## src/rtl/core_bus_bridge.sv

```systemverilog
// core_bus_bridge
//
// Merges the core's instruction-fetch port and data port onto a single
// memory bus that allows one outstanding request. Data accesses win
// arbitration over fetches because the mem stage holds the older instruction.
// Addresses are aligned to the 64-bit beat, 32-bit instructions are picked
// out of the returned beat, and completions are signalled with registered
// one-cycle pulses. A bus that never answers is cut off after TIMEOUT busy
// cycles. The transaction then completes with zero data, and a sticky
// bus_err is raised.
//
// Ports
//   clk, rst         clock, synchronous active-high reset
//   inst_addr        fetch address from the core
//   inst_ena         fetch request
//   inst_ready       core can accept an instruction
//   inst             fetched instruction (holds its last value)
//   bui_inst_valid   one-cycle pulse: inst is valid
//   data_addr        load/store address
//   wmask            byte write mask
//   data_o           store data from the core
//   data_i           load data to the core (raw aligned beat)
//   we, re           store / load request (both high = store)
//   mem_finish       one-cycle pulse: data access complete
//   mem_req_*        bus request channel (valid/ready handshake)
//   mem_resp_*       bus response channel
//   bus_err          sticky timeout flag, cleared only by rst
//
// DATA_W must be 64: instructions are selected from the two 32-bit halves of
// a beat. TIMEOUT must be in the range 1..255, because the counter is 8 bits.

module core_bus_bridge #(
  parameter int unsigned ADDR_W  = 64,
  parameter int unsigned DATA_W  = 64,
  parameter int unsigned TIMEOUT = 255
) (
  input  logic                clk,
  input  logic                rst,

  input  logic [ADDR_W-1:0]   inst_addr,
  input  logic                inst_ena,
  input  logic                inst_ready,
  output logic [31:0]         inst,
  output logic                bui_inst_valid,

  input  logic [ADDR_W-1:0]   data_addr,
  input  logic [DATA_W/8-1:0] wmask,
  input  logic [DATA_W-1:0]   data_o,
  output logic [DATA_W-1:0]   data_i,
  input  logic                we,
  input  logic                re,
  output logic                mem_finish,

  output logic                mem_req_valid,
  input  logic                mem_req_ready,
  output logic [ADDR_W-1:0]   mem_req_addr,
  output logic                mem_req_we,
  output logic [DATA_W/8-1:0] mem_req_wmask,
  output logic [DATA_W-1:0]   mem_req_wdata,
  input  logic                mem_resp_valid,
  input  logic [DATA_W-1:0]   mem_resp_data,

  output logic                bus_err
);

  localparam logic [31:0] InstNop = 32'h0000_0013;
  // The timeout fires on the busy cycle at which the counter is about to reach TIMEOUT.
  localparam logic [7:0]  TimeoutLast = 8'(TIMEOUT - 1);

  typedef enum logic [2:0] {
    StIdle,
    StDreq,
    StDresp,
    StIreq,
    StIresp,
    StDone
  } state_e;

  state_e                state_q, state_d;
  logic [ADDR_W-1:0]     addr_q, addr_d;
  logic [DATA_W/8-1:0]   wmask_q, wmask_d;
  logic [DATA_W-1:0]     wdata_q, wdata_d;
  logic                  we_q, we_d;
  logic [7:0]            cnt_q, cnt_d;
  logic [31:0]           inst_q, inst_d;
  logic                  inst_valid_q, inst_valid_d;
  logic [DATA_W-1:0]     data_i_q, data_i_d;
  logic                  finish_q, finish_d;
  logic                  bus_err_q, bus_err_d;

  logic                  busy;
  logic                  timeout_hit;
  logic                  inst_wanted;
  logic [31:0]           resp_inst;

  assign busy = (state_q == StDreq) || (state_q == StDresp) ||
                (state_q == StIreq) || (state_q == StIresp);
  assign timeout_hit = busy && (cnt_q >= TimeoutLast);

  // A fetch result is delivered only if the core still asks for the same pc.
  // Otherwise the core has redirected or flushed since the fetch was issued.
  assign inst_wanted = inst_ena && (inst_addr == addr_q);
  assign resp_inst   = addr_q[2] ? mem_resp_data[63:32] : mem_resp_data[31:0];

  always_comb begin
    state_d      = state_q;
    addr_d       = addr_q;
    wmask_d      = wmask_q;
    wdata_d      = wdata_q;
    we_d         = we_q;
    cnt_d        = cnt_q;
    inst_d       = inst_q;
    inst_valid_d = 1'b0;
    data_i_d     = data_i_q;
    finish_d     = 1'b0;
    bus_err_d    = bus_err_q;

    // Saturate rather than wrap, so a late accept cannot dodge the timeout.
    if (busy && (cnt_q != 8'hff)) begin
      cnt_d = cnt_q + 8'd1;
    end

    unique case (state_q)
      StIdle: begin
        cnt_d = 8'd0;
        if (re || we) begin
          addr_d  = data_addr;
          we_d    = we;
          wmask_d = we ? wmask : '0;
          wdata_d = we ? data_o : '0;
          state_d = StDreq;
        end else if (inst_ena && inst_ready) begin
          addr_d  = inst_addr;
          we_d    = 1'b0;
          wmask_d = '0;
          wdata_d = '0;
          state_d = StIreq;
        end
      end

      StDreq: begin
        if (mem_req_ready) begin
          state_d = StDresp;
        end else if (timeout_hit) begin
          bus_err_d = 1'b1;
          finish_d  = 1'b1;
          if (!we_q) data_i_d = '0;
          state_d   = StDone;
        end
      end

      StDresp: begin
        if (mem_resp_valid) begin
          finish_d = 1'b1;
          if (!we_q) data_i_d = mem_resp_data;
          state_d  = StDone;
        end else if (timeout_hit) begin
          bus_err_d = 1'b1;
          finish_d  = 1'b1;
          if (!we_q) data_i_d = '0;
          state_d   = StDone;
        end
      end

      StIreq: begin
        if (mem_req_ready) begin
          state_d = StIresp;
        end else if (timeout_hit) begin
          bus_err_d = 1'b1;
          if (inst_wanted) begin
            inst_d       = InstNop;
            inst_valid_d = 1'b1;
          end
          state_d = StDone;
        end
      end

      StIresp: begin
        if (mem_resp_valid) begin
          if (inst_wanted) begin
            inst_d       = resp_inst;
            inst_valid_d = 1'b1;
          end
          state_d = StDone;
        end else if (timeout_hit) begin
          bus_err_d = 1'b1;
          if (inst_wanted) begin
            inst_d       = InstNop;
            inst_valid_d = 1'b1;
          end
          state_d = StDone;
        end
      end

      // The core still presents the request it just had completed. This
      // dead cycle keeps that stale request from being issued a second time.
      StDone: begin
        cnt_d   = 8'd0;
        state_d = StIdle;
      end

      default: begin
        state_d = StIdle;
      end
    endcase
  end

  always_ff @(posedge clk) begin
    if (rst) begin
      state_q      <= StIdle;
      addr_q       <= '0;
      wmask_q      <= '0;
      wdata_q      <= '0;
      we_q         <= 1'b0;
      cnt_q        <= 8'd0;
      inst_q       <= '0;
      inst_valid_q <= 1'b0;
      data_i_q     <= '0;
      finish_q     <= 1'b0;
      bus_err_q    <= 1'b0;
    end else begin
      state_q      <= state_d;
      addr_q       <= addr_d;
      wmask_q      <= wmask_d;
      wdata_q      <= wdata_d;
      we_q         <= we_d;
      cnt_q        <= cnt_d;
      inst_q       <= inst_d;
      inst_valid_q <= inst_valid_d;
      data_i_q     <= data_i_d;
      finish_q     <= finish_d;
      bus_err_q    <= bus_err_d;
    end
  end

  assign mem_req_valid  = (state_q == StDreq) || (state_q == StIreq);
  assign mem_req_addr   = {addr_q[ADDR_W-1:3], 3'b000};
  assign mem_req_we     = we_q;
  assign mem_req_wmask  = wmask_q;
  assign mem_req_wdata  = wdata_q;

  assign inst           = inst_q;
  assign bui_inst_valid = inst_valid_q;
  assign data_i         = data_i_q;
  assign mem_finish     = finish_q;
  assign bus_err        = bus_err_q;

endmodule

```

## config.mk

```make
export PLATFORM = sky130hd
export DESIGN_NAME = core_bus_bridge
export DESIGN_NICKNAME = d
export VERILOG_FILES = /design/src/rtl/core_bus_bridge.sv
export SDC_FILE = /design/constraint.sdc
export NUM_CORES = 1
export LEC_CHECK = 0
export ABC_AREA = 0
export CORE_AREA = 2 2 197 199
export DETAILED_ROUTE_END_ITERATION = 16
export DIE_AREA = 0 0 199 201
export SETUP_SLACK_MARGIN = 0.5
export SYNTH_ARGS = -nofsm -noshare
export SYNTH_HDL_FRONTEND = slang
export SYNTH_SLANG_ARGS = --single-unit
```

## constraint.sdc

```tcl
create_clock -name clk -period 4 [get_ports clk]
set_input_delay 0.4 -clock clk [delete_from_list [all_inputs] [get_ports clk]]
set_output_delay 0.4 -clock clk [all_outputs]
set_load 0.05 [all_outputs]
```

Yosys cells after proc, flatten, opt, wreduce, memory -nomap -nowiden
Index checks and enable logic that the tools add are counted.
{"block": "totals", "ff_bits": 247, "input_bits": 272, "output_inout_bits": 237, "elab_cells": 91}
{"block": "classes", "add_sub_neg": 1, "magnitude_cmp": 1, "eq_ne": 14, "n_mux": 43, "reduce_logical": 21}
{"op": "$mux W64", "count": 10}
{"op": "$mux W32", "count": 6}
{"op": "$pmux W64 S2", "count": 1}
{"op": "$eq A64 B64 Y1", "count": 1}
{"op": "$pmux W32 S2", "count": 1}
{"op": "$mux W8", "count": 3}
{"op": "$mux W3", "count": 6}
{"op": "$mux W1", "count": 12}
{"op": "$pmux W3 S4", "count": 1}
{"op": "$ne A3 B3 Y1 const B", "count": 3}
{"op": "$reduce_and A3 Y1", "count": 3}
{"op": "$add A8 B1 Y8 const B", "count": 1}
{"op": "$ge A8 B8 Y1 const B", "count": 1}
{"op": "$ne A2 B2 Y1 const B", "count": 4}
{"op": "$ne A8 B8 Y1 const B", "count": 1}
{"op": "$reduce_bool A2 Y1", "count": 4}
{"op": "$eq A3 B2 Y1 const B", "count": 2}
{"op": "$eq A3 B3 Y1 const B", "count": 2}
{"op": "$pmux W1 S2", "count": 3}
{"op": "$logic_or A1 B1 Y1", "count": 5}
{"op": "$logic_and A1 B1 Y1", "count": 4}
{"op": "$reduce_or A2 Y1", "count": 2}
{"op": "$eq A3 B1 Y1 const B", "count": 1}
{"op": "$logic_not A3 Y1", "count": 1}
{"op": "other kinds (2)", "count": 2}

Logic depth before layout (Yosys ltp)
{"block": "depth", "ltp_word": 8, "ltp_mapped": 10, "depth_no_buf": 8}

Worst setup path before layout
No wires, ideal clock.
{"block": "synth_timing", "kind": "in2reg", "startpoint": "input port inst_addr[17]", "endpoint": "register inst_q[21] (netlist: inst[21])", "setup_time_ns": 0.136, "arrival_time_ns": 2.440, "t_required_ns": 3.864, "setup_slack_ns": 1.424, "cell_stages": 8, "n_path_buf": 2, "path_cell_list": "xor2_1 nor4bb_1 or4b_1 or4_4 o31a_1 buf_6 buf_6 o2bb2ai_2"}
{"block": "synth_between", "elab_chain_cells": 6, "word_cells_on_any_way": 9, "classes_between": "2 x eq/ne; 5 x mux; 2 x reduce/logical"}
{"item": "start: declaration", "line_no": "40", "rtl": "input logic [ADDR_W-1:0] inst_addr,"}
{"item": "$eq A64 B64 Y1 *", "line_no": "102", "rtl": "assign inst_wanted = inst_ena && (inst_addr == addr_q);"}
{"item": "$logic_and A1 B1 Y1 *", "line_no": "102"}
{"item": "$mux W32 (2 in series)"}
{"item": "$mux W32 (on tied branches)"}
{"item": "$pmux W32 S2"}
{"item": "end signal: assignment", "line_no": "228", "rtl": "inst_q <= inst_d;"}
{"item": "end: declaration", "line_no": "85", "rtl": "logic [31:0] inst_q, inst_d;"}
Every way passes the cells marked *; elsewhere a longest branch is shown, timed or not. The select of a mux whose other input is x is not followed.
A chain may end at the register's enable or synchronous reset.

Final worst setup path
{"block": "layout_timing", "startpoint": "register addr_q[11]", "endpoint": "register inst_q[4] (netlist: inst[4])"}
{"block": "layout_between", "elab_chain_cells": 6, "word_cells_on_any_way": 9, "classes_between": "2 x eq/ne; 5 x mux; 2 x reduce/logical"}
{"item": "start: declaration", "line_no": "80", "rtl": "logic [ADDR_W-1:0] addr_q, addr_d;"}
{"item": "start signal: assignment", "line_no": "223", "rtl": "addr_q <= addr_d;"}
{"item": "$eq A64 B64 Y1 *", "line_no": "102"}
{"item": "$logic_and A1 B1 Y1 *", "line_no": "102"}
{"item": "$mux W32 (2 in series)"}
{"item": "$mux W32 (on tied branches)"}
{"item": "$pmux W32 S2"}
Marks and branches as above.

==> run_results.csv <==
group,metric,value,unit
drt,detail_route.iter0.violations,617,
worst_setup_path,end_kind,"flop",
outcome,status,"finished, final reports clean",
worst_setup_path,rrSetupSlack,1000,ps
finish,finalNonFillerCells,2231,
finish,final_common_cell,"clkdlybuf4s50_1",
timing,min_period_over_period,74.9,%
global_route,antenna_found_initial,2,
power_and_ir_drop,power,8.91,mW
floorplanning,fp.dieW,199,um
logic_synthesis,syn_inst,1308,
floorplanning,ios,509,
clock_tree,clk_pin_slew_worst_paths,60,ps
timing,worstMarginPinSlew,845,ps
logic_synthesis,synth_edf_count,0,
floorplanning,dieArea,40000,um2
min_path,hold_class,"input port to flop",
worst_setup_path,arrival,3460,ps
logic_synthesis,yosysWarnings,0,
power_and_ir_drop,p_leak,5.94,nW
drt,routed_wl,45.1,mm
drt,ant_nets,0,
global_route,grt_pass1_wl,66.8,mm
run,drv_cap,0,
timing,fin_crit,3000,ps
timing,setup_viol,0,
timing,skew,20.7,ps
worst_setup_path,critPathLaunchType,"flop",
placed_design,pre_cts_ws,492,ps
clock_tree,clk_latency,570,ps
drt,vias,11100,
drt,drc,0,
finish,final_nets,1963,
floorplanning,row_count,72,
drt,wl_per_cell,20.2,um
logic_synthesis,syn_avg_cell_area,8.49,um2
finish,drive_gt1_share,5.08,%
global_route,grt_start_max_net_pins,129,
power_and_ir_drop,max-vdd-ir-drop,0.299,mV
clock_tree,cts-buffers-inserted,29,
finish,layout_common_cells,"clkdlybuf4s50_1 (502), dfxtp_1 (246), nor2_1 (145), nand2_1 (144), nand3_1 (79)",
floorplanning,start_util,29.1,%
logic_synthesis,synth-async-reset-ratio,0,%
clock_tree,clock_sink_count,247,
power_and_ir_drop,p_per_area,523,nW/um2
worst_setup_path,path_class,"flop to flop",
worst_setup_path,crit_chain,"xnor2_1, nand4_1, nor4_1, buf_4, nand4_1, or4b_2, a211oi_1",
global_route,overflow,0,
clock_tree,postCtsSetupBuffers,0,
drt,drtPass1Iterations,5,
placed_design,dp.cells,2176,
timing,hold_violations,0,
drt,vias_per_cell,4.98,
logic_synthesis,yosysSeqAreaShare,44.5,%
floorplanning,core,38100,um2
timing,maxSlewHeadroom,43.7,%
clock_tree,htree_num_levels,1,
timing,maxSlewViolCount,0,
global_route,first_global_vias,11100,
timing,finalSetupTns,0,ps
logic_synthesis,synth_seq_cells,247,
placed_design,portBuffers,505,
finish,syn_to_final_growth,53.5,%
worst_setup_path,critPathSlowestCell,"or4b_2",
timing,rsz0062_at_grt,"no",
placed_design,dp_hpwl,32.1,mm
global_route,grtUsageTotal,21.5,%
finish,final_core_util,44.7,%
timing,fmax,0.334,GHz
worst_setup_path,cp_common_cell,"nand4_1",
logic_synthesis,syn_area,11100,um2
clock_tree,cts-resized-gates,0,
logic_synthesis,synth_ff_type,"dfxtp_1",
logic_synthesis,ys_types,55,
worst_setup_path,crit_path_max_incr_delay,780,ps
worst_setup_path,crit_family,"simple AND/OR/NAND/NOR gates",
clock_tree,cts_tree,"built",
timing,setup_slack,1000,ps
worst_setup_path,critical_path_buf_inv_count,1,
placed_design,routabilityCongestion,0.926,
worst_setup_path,critPathRequiredTime,4460,ps
floorplanning,dieHeight,201,um
clock_tree,root_buffer,"clkbuf_16",
clock_tree,holdBufCountCts,0,
clock_tree,clk_path_buf_depth,3,
worst_setup_path,cp_max_fo,7,
-- worst reg2reg max path, delay by kind of cell, from the launching register on --
family                 cells  cell delay (ps)
buffers and inverters      1              200
AND/OR/NAND/NOR            4             1690
flip-flops                 1              330
XOR/XNOR                   1              400
AO/OA/AOI/OAI              1              270
-- power breakdown --
| group | switching, mW | leakage [nW] | internal [mW] | total [mW] |
|---|---|---|---|---|
| Clock | 1.09 | 0.472 | 1.58 | 2.66 |
| Sequential | 0.262 | 2.02 | 2.75 | 3.01 |
| Combinational | 2.09 | 3.45 | 1.14 | 3.23 |
-- cell type report --
class	instances	area [um2]
Multi-Input combinational cell	873	5220
Inverter	19	71.3
Tap cell	518	648
Antenna cell	1	2.50
Timing Repair Buffer	519	5190
Clock buffer	44	842
Fill cell	3731	21100
Clock inverter	10	108
Sequential cell	247	4950
-- final timing paths --
path                           from           endpoint  depth (start not counted)
setup / recovery         addr_q[11]            inst[4]                          7
hold / removal                  rst         data_i[63]                          2
setup reg to reg         addr_q[11]            inst[4]                          7
hold reg to reg   mem_req_wdata[61]  mem_req_wdata[61]                          2
-- Yosys cell counts, types with 2 or more instances --
cell type / count / area (um2)
nand4_1: 12 / 75.1
a21oi_1: 78 / 390
nand3_1: 79 / 395
nor2b_1: 6 / 37.5
buf_6: 2 / 22.5
clkbuf_1: 96 / 360
or4b_2: 2 / 20.0
and3_1: 4 / 25.0
o2bb2ai_2: 10 / 150
inv_1: 19 / 71.3
xor2_1: 39 / 342
mux2i_1: 29 / 290
buf_4: 64 / 480
ha_1: 2 / 25.0
nand2_1: 145 / 544
o2bb2ai_1: 19 / 166
o22ai_1: 3 / 18.8
or3_1: 2 / 12.5
dfxtp_1: 247 / 4940
nand2b_1: 15 / 93.8
buf_1: 8 / 30.0
a41oi_1: 2 / 17.5
o2111ai_1: 4 / 35.0
nor4b_1: 2 / 17.5
nor3_1: 4 / 20.0
a211oi_1: 8 / 60.1
a311oi_1: 64 / 561
xnor2_1: 18 / 158
a22oi_1: 65 / 488
mux2_2: 3 / 33.8
nor2_1: 147 / 552
o21ai_0: 67 / 335
nor4_1: 21 / 131
-- metal layers --
metal | vias to the layer above | wire length (um) | global-route usage (%)
li1 | 5360 | - | -
met1 | 5197 | 17200 | 24.5
met3 | 74 | 4730 | 7.83
met4 | 2 | 1560 | 7.86
met2 | 478 | 21500 | 36.7
met5 | - | 13 | 0
-- kinds of logic (layout without fill, tap and decap cells) --
group,count (synthesis),after routing,synth area share [%]
xor gates and xnor gates,57,57,4.50
adders and majority gates,3,3,0.316
AOI/OAI and AO/OA,329,329,20.7
muxes,33,33,3.12
other,1,4,0.0338
DFF,247,247,44.5
and+or+nand+nor,448,448,18.1
buffers and inverters,190,592,8.74
-- sequential cells by signal, indices dropped and copies added (netlist names) --
signal	cells
mem_req_wdata	64
mem_req_wmask	8
addr_q	64
state_q	3
bus_err	1
cnt_q	8
mem_req_we	1
data_i	64
mem_finish	1
inst	32
bui_inst_valid	1
-- stage by stage --
| stage | area, um2 | hold slack, ps |
|---|---|---|
| after CTS | 17000 | 323 |
| after global routing | 17000 | 323 |
| after floorplan | 11100 | 463 |
| after global placement | 16100 | 437 |
| after detailed placement | 16100 | 443 |
| final | 17000 | 308 |
Power figures use the tool's default switching activity.
